`src/rtl/i2c_scl_gen.sv`:
```
// rtl/i2c_scl_gen.sv - programmable I2C SCL generator with phase ticks and clock stretching
module i2c_scl_gen #(
  parameter int CNT_W   = 16,
  parameter int MIN_DIV = 2
) (
  input  logic             clk,
  input  logic             rst_n,
  input  logic             en,
  input  logic [CNT_W-1:0] div,
  input  logic             stretch_en,
  input  logic             scl_in,
  output logic             scl_out,
  output logic             scl_oe,
  output logic             tick_fall,
  output logic             tick_low_mid,
  output logic             tick_rise,
  output logic             tick_high_mid,
  output logic             stretching,
  output logic             busy
);

  typedef enum logic [2:0] {IDLE, LOW_A, LOW_B, HIGH_A, HIGH_B} state_t;

  localparam logic [CNT_W-1:0] MIN_DIV_V = CNT_W'(MIN_DIV);
  localparam logic [CNT_W-1:0] CNT_ONE   = CNT_W'(1);

  state_t           state_q, state_d;
  logic [CNT_W-1:0] cnt_q, cnt_d;
  logic [CNT_W-1:0] div_q, div_d;
  logic             scl_q, scl_d;
  logic             tf_q, tf_d, tlm_q, tlm_d, tr_q, tr_d, thm_q, thm_d;
  logic             str_q, str_d;
  logic             sync1_q, sync2_q;
  logic [CNT_W-1:0] div_clamped;
  logic             hold;

  assign div_clamped = (div < MIN_DIV_V) ? MIN_DIV_V : div;
  // A slave holding SCL low freezes the high quarter, including when cnt is already 0.
  assign hold        = (state_q == HIGH_A) && stretch_en && !sync2_q;

  always_comb begin
    state_d = state_q;
    cnt_d   = cnt_q;
    div_d   = div_q;
    scl_d   = scl_q;
    tf_d    = 1'b0;
    tlm_d   = 1'b0;
    tr_d    = 1'b0;
    thm_d   = 1'b0;
    str_d   = 1'b0;
    case (state_q)
      IDLE: begin
        scl_d = 1'b1;
        if (en) begin
          div_d   = div_clamped;
          cnt_d   = div_clamped;
          state_d = LOW_A;
          scl_d   = 1'b0;
          tf_d    = 1'b1;
        end
      end
      LOW_A: begin
        if (cnt_q == '0) begin
          state_d = LOW_B;
          cnt_d   = div_q;
          tlm_d   = 1'b1;
        end else begin
          cnt_d = cnt_q - CNT_ONE;
        end
      end
      LOW_B: begin
        if (cnt_q == '0) begin
          state_d = HIGH_A;
          cnt_d   = div_q;
          scl_d   = 1'b1;
          tr_d    = 1'b1;
        end else begin
          cnt_d = cnt_q - CNT_ONE;
        end
      end
      HIGH_A: begin
        if (hold) begin
          str_d = 1'b1;
        end else if (cnt_q == '0) begin
          state_d = HIGH_B;
          cnt_d   = div_q;
          thm_d   = 1'b1;
        end else begin
          cnt_d = cnt_q - CNT_ONE;
        end
      end
      HIGH_B: begin
        if (cnt_q == '0) begin
          if (en) begin
            div_d   = div_clamped;
            cnt_d   = div_clamped;
            state_d = LOW_A;
            scl_d   = 1'b0;
            tf_d    = 1'b1;
          end else begin
            state_d = IDLE;
            scl_d   = 1'b1;
          end
        end else begin
          cnt_d = cnt_q - CNT_ONE;
        end
      end
      default: begin
        state_d = IDLE;
        cnt_d   = '0;
        scl_d   = 1'b1;
      end
    endcase
  end

  always_ff @(posedge clk or negedge rst_n) begin
    if (!rst_n) begin
      state_q <= IDLE;
      cnt_q   <= '0;
      div_q   <= MIN_DIV_V;
      scl_q   <= 1'b1;
      tf_q    <= 1'b0;
      tlm_q   <= 1'b0;
      tr_q    <= 1'b0;
      thm_q   <= 1'b0;
      str_q   <= 1'b0;
      sync1_q <= 1'b1;
      sync2_q <= 1'b1;
    end else begin
      state_q <= state_d;
      cnt_q   <= cnt_d;
      div_q   <= div_d;
      scl_q   <= scl_d;
      tf_q    <= tf_d;
      tlm_q   <= tlm_d;
      tr_q    <= tr_d;
      thm_q   <= thm_d;
      str_q   <= str_d;
      sync1_q <= scl_in;
      sync2_q <= sync1_q;
    end
  end

  assign scl_out       = scl_q;
  assign scl_oe        = ~scl_q;
  assign tick_fall     = tf_q;
  assign tick_low_mid  = tlm_q;
  assign tick_rise     = tr_q;
  assign tick_high_mid = thm_q;
  assign stretching    = str_q;
  assign busy          = (state_q != IDLE);

endmodule

```
`config.mk`:
```
export PLATFORM = sky130hd
export DESIGN_NAME = i2c_scl_gen
export DESIGN_NICKNAME = d
export VERILOG_FILES = /design/src/rtl/i2c_scl_gen.sv
export SDC_FILE = /design/constraint.sdc
export NUM_CORES = 1
export LEC_CHECK = 0
export ABC_AREA = 1
export BUFFER_PORTS_ARGS = -buffer_cell sky130_fd_sc_hd__buf_2
export CORE_ASPECT_RATIO = 0.8
export CORE_UTILIZATION = 40
export CTS_CLUSTER_SIZE = 28
export DETAILED_ROUTE_END_ITERATION = 8
export SYNTH_ARGS = -nofsm -noshare
export SYNTH_HDL_FRONTEND = slang
export SYNTH_SLANG_ARGS = --single-unit
```
`constraint.sdc`:
```
create_clock -name clk -period 2.05 [get_ports clk]
set_input_delay 0.3075 -clock clk [delete_from_list [all_inputs] [get_ports clk]]
set_output_delay 0.3075 -clock clk [all_outputs]
set_load 0.005 [all_outputs]
```
==> Word level (Yosys, flattened, before mapping) <==
Index checks and enable logic that the tools add are counted.
{ "classes": {"n_addsub": 1, "magnitude_cmp": 1, "n_eq_ne": 10, "mux": 31, "bitwise": 2, "n_reduce_logical": 12} }
{ "op_table": {"columns": ["operator", "n"], "rows": [
  ["16-bit two-way mux", 7],
  ["16-bit one-hot mux with 4 select lines", 1],
  ["16-bit one-hot mux with 2 select lines", 1],
  ["3-bit two-way mux", 6],
  ["16-bit zero test", 1],
  ["16-bit by 2-bit < comparator with 1-bit output, second input constant", 1],
  ["16-bit by 1-bit subtractor with 16-bit output, second input constant", 1],
  ["3-bit one-hot mux with 5 select lines", 1],
  ["1-bit two-way mux", 13],
  ["2-bit inequality test, second input constant", 5],
  ["3-bit by 2-bit equality test with 1-bit output, second input constant", 2],
  ["6-bit AND reduction", 1],
  ["1-bit one-hot mux with 4 select lines", 1],
  ["2-bit OR reduction", 2],
  ["3-bit by 1-bit equality test with 1-bit output, second input constant", 1],
  ["3-bit equality test, second input constant", 1],
  ["3-bit zero test", 1],
  ["3-bit AND reduction", 1],
  ["3-bit nonzero test", 1],
  ["1-bit logical AND", 2],
  ["2-bit by 1-bit inequality test with 1-bit output, second input constant", 1],
  ["1-bit NOT", 2],
  ["1-bit one-hot mux with 2 select lines", 1],
  ["2-bit AND reduction", 1],
  ["2 further kinds", 2]
]} }
{ "totals": {"reg_bits": 43, "output_inout_bits": 8, "wordCells": 68} }

==> Logic depth before layout (Yosys ltp) <==
Gate-level depths: netlist of run 1.
{ "depth": {"word_depth": 5, "mapped_depth": 11, "depth_no_buf": 11} }

==> Least setup slack after synthesis of run 1 <==
Ideal clock, no wire load.
{ "synth_path": {"path_type": "register -> register", "from": "register cnt_q[0]", "to": "register div_q[5]", "setup_time_ps": 116, "t_arrival_ps": 1581, "required_ps": 1934, "setup_slack_ps": 353, "path_stages_with_launch": 11, "path_buffers": 1, "period_less_slack_ps": 1697, "path_cell_list": "dfrtp_1 inv_1 ha_1 nand2_2 nor2_4 nand2_4 a21oi_4 nand2_4 buf_2 nand2_1 nand2_1"} }
{ "synth_between": {"elab_chain_cells": 3} }
{ "synth_rtl": {"columns": ["item", "line", "rtl"], "rows": [
  ["start, declared", "28", "logic [CNT_W-1:0] cnt_q, cnt_d;"],
  ["start signal, assigned", "131", "cnt_q <= cnt_d;"],
  ["16-bit zero test", "93", "if (cnt_q == '0) begin"],
  ["2-bit inequality test (no line)", null, null],
  ["2-bit AND reduction (no line)", null, null],
  ["end signal, assigned", "132", "div_q <= div_d;"],
  ["end, declared", "29", "logic [CNT_W-1:0] div_q, div_d;"]
]} }
Every way passes these cells.
A chain may end at the register's enable or synchronous reset.

==> Worst setup path in the final report of run 1 <==
{ "layout_path": {"from": "register cnt_q[0]", "to": "register cnt_q[2]"} }
{ "layout_between": {"elab_chain_cells": 4, "word_cells_on_any_way": 6, "cone_classes": "1 x add/sub; 4 x mux; 1 x reduce/logical"} }
{ "layout_rtl": {"columns": ["item", "line", "rtl"], "rows": [
  ["16-bit by 1-bit subtractor with 16-bit output / 16-bit zero test (equally long branches)", null, null],
  ["16-bit two-way mux", "63, 72, 84", null],
  ["16-bit two-way mux", "82", "if (hold) begin"],
  ["16-bit one-hot mux with 4 select lines (*)", "51", "case (state_q)"]
]} }
Mark *: on every way between the ends. The rest lies on a longest branch, timed or not. The select of a mux whose other input is x is not followed.

==> flow_summary.toml, run 1 <==
[setup_path]
crit_chain = "inv_1, ha_2, nand3_2, nor2_4, nand3_4, nand2_2, inv_2, nand2_1, nand3_1, nand2_1, o21ai_0"
critical_path.max_fanout = 9
cp-start-kind = "flip-flop"
worstSetupEndpointType = "flip-flop"
slowest_stage = "dfrtp_1"
worstPathArrival_ps = 2010
criticalPathCategory = "reg2reg"
critPathMaxStageDelay_ps = 400
crit_required_ps = 2230
cpMostUsedCell = "nand2_1"

[synth]
synth-seq-cells = 43
syn_nets = 422
postSynthAreaPerCell_um2 = 6.89
postSynthCellCount = 400
synthArstFlopShare_pct = 100
synthesis.area_um2 = 2760
ys.flop_type = "dfrtp_1"
yosysWarnings = 0
synthTopCellsByArea = "dfrtp_1, nand2_1, nor2_1"
yosysSeqAreaShare_pct = 39.2
yosysTopAreaCell = "dfrtp_1"
synth_top_area_share_pct = 35.4
synth_edf_count = 0
yosysUniqueCellTypes = 32

[timing]
worst_slack_ps = 220
hold_viol = 0
finClkSkew_ps = 3.79
worst_pin_slew_ps = 558
slew_headroom_pct = 62.8
fin_setup_tns_ps = 0
rsz0062_at_grt = "false"
setup_violations = 0
layout_min_cycle_time_ps = 1830
fmax_mhz = 547
finalMaxSlewViolations = 0
period_share_pct = 89.2

[grt]
grt_pass1_wl_um = 11700
grt_max_degree = 44
track_usage_pct = 21.1
grt_pass1_vias = 2408
antenna_found_initial = 0
gr-total-overflow = 0

[worst_hold_path]
hold_class = "in2async"

[die]
ios = 29
dieArea_um2 = 7230
rows = 26
initial_core_util_pct = 42.4
die_h_um = 76.3
fp.dieW_um = 94.8
coreArea_um2 = 6510

[drt]
routed_via_density = 4.87
drc = 0
drt-total-wl_um = 6970
drtPass1Iterations = 4
drtIter0Drc = 146
wl_per_cell_um = 13.4
dr_total_vias = 2536
postRouteAntennaNets = 0

[layout]
nets = 458
layout_commonest_cell = "nand2_1"
synthToLayoutAreaGrowth_pct = 13.1
antenna_cells = 0
drive_gt1_share_pct = 20.1
final_cell_mix = "nand2_1, dfrtp_1, nor2_1"
fin_util_pct = 47.9

[cts]
clockBufferDepth = 2
root_buffer = "clkbuf_8"
clock_latency_ps = 300
clkTransAtPathRegs_ps = 80
cts_htree_levels = 2
numCtsBuffers = 5
ctsHoldBuffers = 0
cts_tree = "built"
cts_sinks = 43

[job]
drv_cap = 0

[placement]
port_buffers = 28
gp_congestion = 0.922
dp_hpwl_um = 5080
pre_cts_slack_ps = 21.4

[pwr]
cellLeakagePower_nw = 1.67
power.density_nw_per_um2 = 1430
ir_worst_vdd_mv = 0.567

[status]
status = "complete, no violations"
[routing by layer]
metal	routed length, um	global-route usage (%)	share of wire (%)
met1	3510	32.1	50
met2	3030	30.1	44
met3	360	3.89	5.2
met4	64	5.91	0.92
met5	0	0	0
[Yosys cell counts, types with 2 or more instances]
cell type	n
a21oi_1	2
buf_2	3
buf_4	2
clkbuf_1	3
dfrtp_1	39
dfstp_2	4
inv_1	30
inv_2	2
nand2_1	178
nand2_2	12
nand2_4	2
nand3_1	24
nand3_2	2
nand4_1	8
nor2_1	33
nor2_2	5
nor2_4	6
o21ai_0	22
or2_2	3
xor2_1	8
[what timing repair did]
| item | in CTS | in global routing |
|---|---|---|
| setup endpoints to repair | 1 | 16 |
| setup buffers | 2 | 1 |
| resized for setup | 0 | 1 |
| pin swaps | 1 | 1 |
[cells by family (layout without fill, tap and decap cells)]
kind of cell,count (synthesis),in the layout,share of synthesized area [%]
AO/OA/AOI/OAI,27,27,5.49
XOR/XNOR,9,9,2.86
adder cells (fa/ha/maj),1,1,0.454
buffers and inverters,44,81,7.40
flip-flops,43,43,39.2
AND/OR/NAND/NOR,276,276,44.6
[state kept, by name, indices dropped and copies added (netlist names)]
register	cells
stretching	1
div_q	16
scl_out	1
tick_fall	1
state_q	3
tick_low_mid	1
cnt_q	16
sync2_q	1
sync1_q	1
tick_high_mid	1
tick_rise	1
[power by group]
group / leakage, nW / internal [mW] / switching [mW]
registers: 0.537 / 1.22 / 0.319
logic: 1.08 / 0.823 / 1.51
clock network: 0.0515 / 0.308 / 0.295
[area by class of cell]
class / count / area, um2
Tap cell: 84 / 105
Clock buffer: 8 / 100
Inverter: 33 / 126
Fill cell: 690 / 3390
Multi-Input combinational cell: 313 / 1470
Sequential cell: 43 / 1080
Timing Repair Buffer: 40 / 230
[critical path, delay by kind of cell, from the launching register on]
family / cells / cell delay (ps)
adder cells (fa/ha/maj): 1 / 240
AND/OR/NAND/NOR: 7 / 790
flip-flops: 1 / 400
buffers and inverters: 2 / 210
AO/OA/AOI/OAI: 1 / 70
[stage by stage]
step	cell area (um2)	hold slack (ps)	power, mW	std cells
floorplan	2760	11.9	3.30	400
global placement	2990	346	3.85	510
detailed placement	2990	353	3.88	510
CTS	3110	99.0	4.50	520
global route	3120	93.9	4.96	521
finish	3120	79.3	4.47	521
[final timing paths]
path	depth (start not counted)	slack, ps	end	startpoint
setup / recovery	11	220	cnt_q[2]	cnt_q[0]
hold / removal	2	80	tick_low_mid	rst_n
setup reg to reg	11	220	cnt_q[2]	cnt_q[0]
hold reg to reg	0	360	sync2_q	sync1_q
max in group asynchronous	2	1580	div_q[1]	rst_n
min in group clk	1	110	sync1_q	scl_in
No activity file was read; power rests on OpenSTA's default activity.
==> run 2, diff against run 1 <==
- REMOVE_ABC_BUFFERS: not set -> 1
==> run 2 against run 1 <==
Effect of this change:
- non-clock buffer count rose by 4
- core utilization rose by 0.77 points
- total power rose by 4.1%
- global-route usage rose by 0.30 points
- cell area rose by 1.6%
- clock-buffer cell count fell by 2
- clock skew rose by 2.3 ps
- largest cell class unchanged
- largest power group unchanged
==> flow_summary.toml, run 2 (synthesized netlist as in run 1, its figures left out) <==
[status]
status = "complete, no violations"

[setup_path]
worstSetupEndpointType = "flip-flop"
cp-start-kind = "flip-flop"
critical_path.max_fanout = 9
worst-r2r-setup-slack_ps = 190
criticalPathCategory = "reg2reg"
worstPathArrival_ps = 2050
crit_required_ps = 2240

[cts]
cts_htree_levels = 2
numCtsBuffers = 5
clock_latency_ps = 300
clkTransAtPathRegs_ps = 90
clockBufferDepth = 2
root_buffer = "clkbuf_8"
cts_sinks = 43
cts_tree = "built"

[grt]
antenna_found_initial = 0
grt_max_degree = 25
gr-total-overflow = 0
track_usage_pct = 21.4
grt_pass1_wl_um = 12000
grt_pass1_vias = 2439

[layout]
top_regs = "cnt_q x16, div_q x16, state_q x3"
drive_gt1_share_pct = 20.9
final_cell_mix = "nand2_1, dfrtp_1, nor2_1"
layout_commonest_cell = "nand2_1"
antenna_cells = 0
fin_area_um2 = 3170
num-fill-cells = 701
synthToLayoutAreaGrowth_pct = 14.9
nets = 462

[pwr]
ir_worst_vdd_mv = 0.541
power.density_nw_per_um2 = 1470
power_mw = 4.66
cellLeakagePower_nw = 1.70

[drt]
postRouteAntennaNets = 0
drt-total-wl_um = 7070
drtIter0Drc = 115
drtPass1Iterations = 4
wl_per_cell_um = 13.5
dr_total_vias = 2585
routed_via_density = 4.92
drc = 0

[placement]
gp_congestion = 0.860
dp_hpwl_um = 5210
port_buffers = 28
placed_area_um2 = 3010
pre_cts_slack_ps = 22.1

[die]
fp.dieW_um = 94.8
ios = 29
initial_core_util_pct = 42.4
dieArea_um2 = 7230
coreArea_um2 = 6510
die_h_um = 76.3
rows = 26

[timing]
rsz0062_at_grt = "false"
hold_viol = 0
fin_setup_tns_ps = 0
setup_violations = 0
period_share_pct = 90.6
finalMaxSlewViolations = 0
layout_min_cycle_time_ps = 1860
slew_headroom_pct = 65.6
fmax_mhz = 539
finClkSkew_ps = 6.08
worst_slack_ps = 193
worst_pin_slew_ps = 517

[job]
drv_cap = 0

[worst_hold_path]
hold_class = "in2reg"
## run 2: cell count changes in the layout (fill, tap and decap cells not counted), sizes merged
cell / previous run / this run
buf: 40 / 43
clkbuf: 8 / 6
bufinv: 0 / 1
clkinv: 0 / 1
dlygate4sd3: 0 / 1
## run 2: where the power goes
group | total (mW) | leakage, nW | switching, mW | internal (mW)
Sequential | 1.55 | 0.537 | 0.329 | 1.22
Clock | 0.701 | 0.0612 | 0.307 | 0.395
Combinational | 2.40 | 1.10 | 1.53 | 0.868
Total | 4.66 | 1.70 | 2.17 | 2.49
## run 2: routing by layer
metal	track usage, %	vias to the layer above	wire (um)
met5	0	-	0
met4	4.09	0	61
met3	3.39	8	391
met2	33.4	73	3100
met1	31.1	1181	3510
li1	-	1323	-
## run 2: cell type report
type                            instances  area [um2]  area share [%]
Sequential cell                        43        1080            34.1
Multi-Input combinational cell        313        1470            46.5
Inverter                               33         126            3.99
Clock buffer                            6        82.6            2.61
Tap cell                               84         105            3.32
Clock inverter                          2        35.0            1.11
Timing Repair Buffer                   44         263            8.30
## run 2: path summary, 6_finish.rpt
check,start,to,cells past startpoint
hold reg to reg,sync1_q,sync2_q,0
max in group asynchronous,rst_n,div_q[1],3
setup reg to reg,cnt_q[0],cnt_q[2],11
setup / recovery,cnt_q[0],cnt_q[2],11
hold / removal,scl_in,sync1_q,1
min in group asynchronous,rst_n,tick_high_mid,2
## run 2: per-stage QoR
stage                     hold WS (ps)  utilization (%)  cells
final                             92.8             48.7    525
after global routing              79.8             48.7    525
after CTS                         88.3             48.3    522
after detailed placement           313             46.3    513
after global placement             309             46.3    513
after floorplan                   11.9                -    389
## run 2: what timing repair did
item                                    CTS  global route
gates resized for setup                   0             1
endpoints found under the setup margin    0            17
setup buffers                             0             3
hold endpoints to repair                 18             0
hold buffers                              1             0
## run 2: critical path: stages (launching register included)
cell,delay [ps]
dfrtp_1,410
inv_1,100
ha_2,240
nand3_2,150
nor2_4,170
nand3_4,140
nand2_2,150
inv_2,120
nand2_1,90
nand3_1,70
nand2_1,50
o21ai_0,70
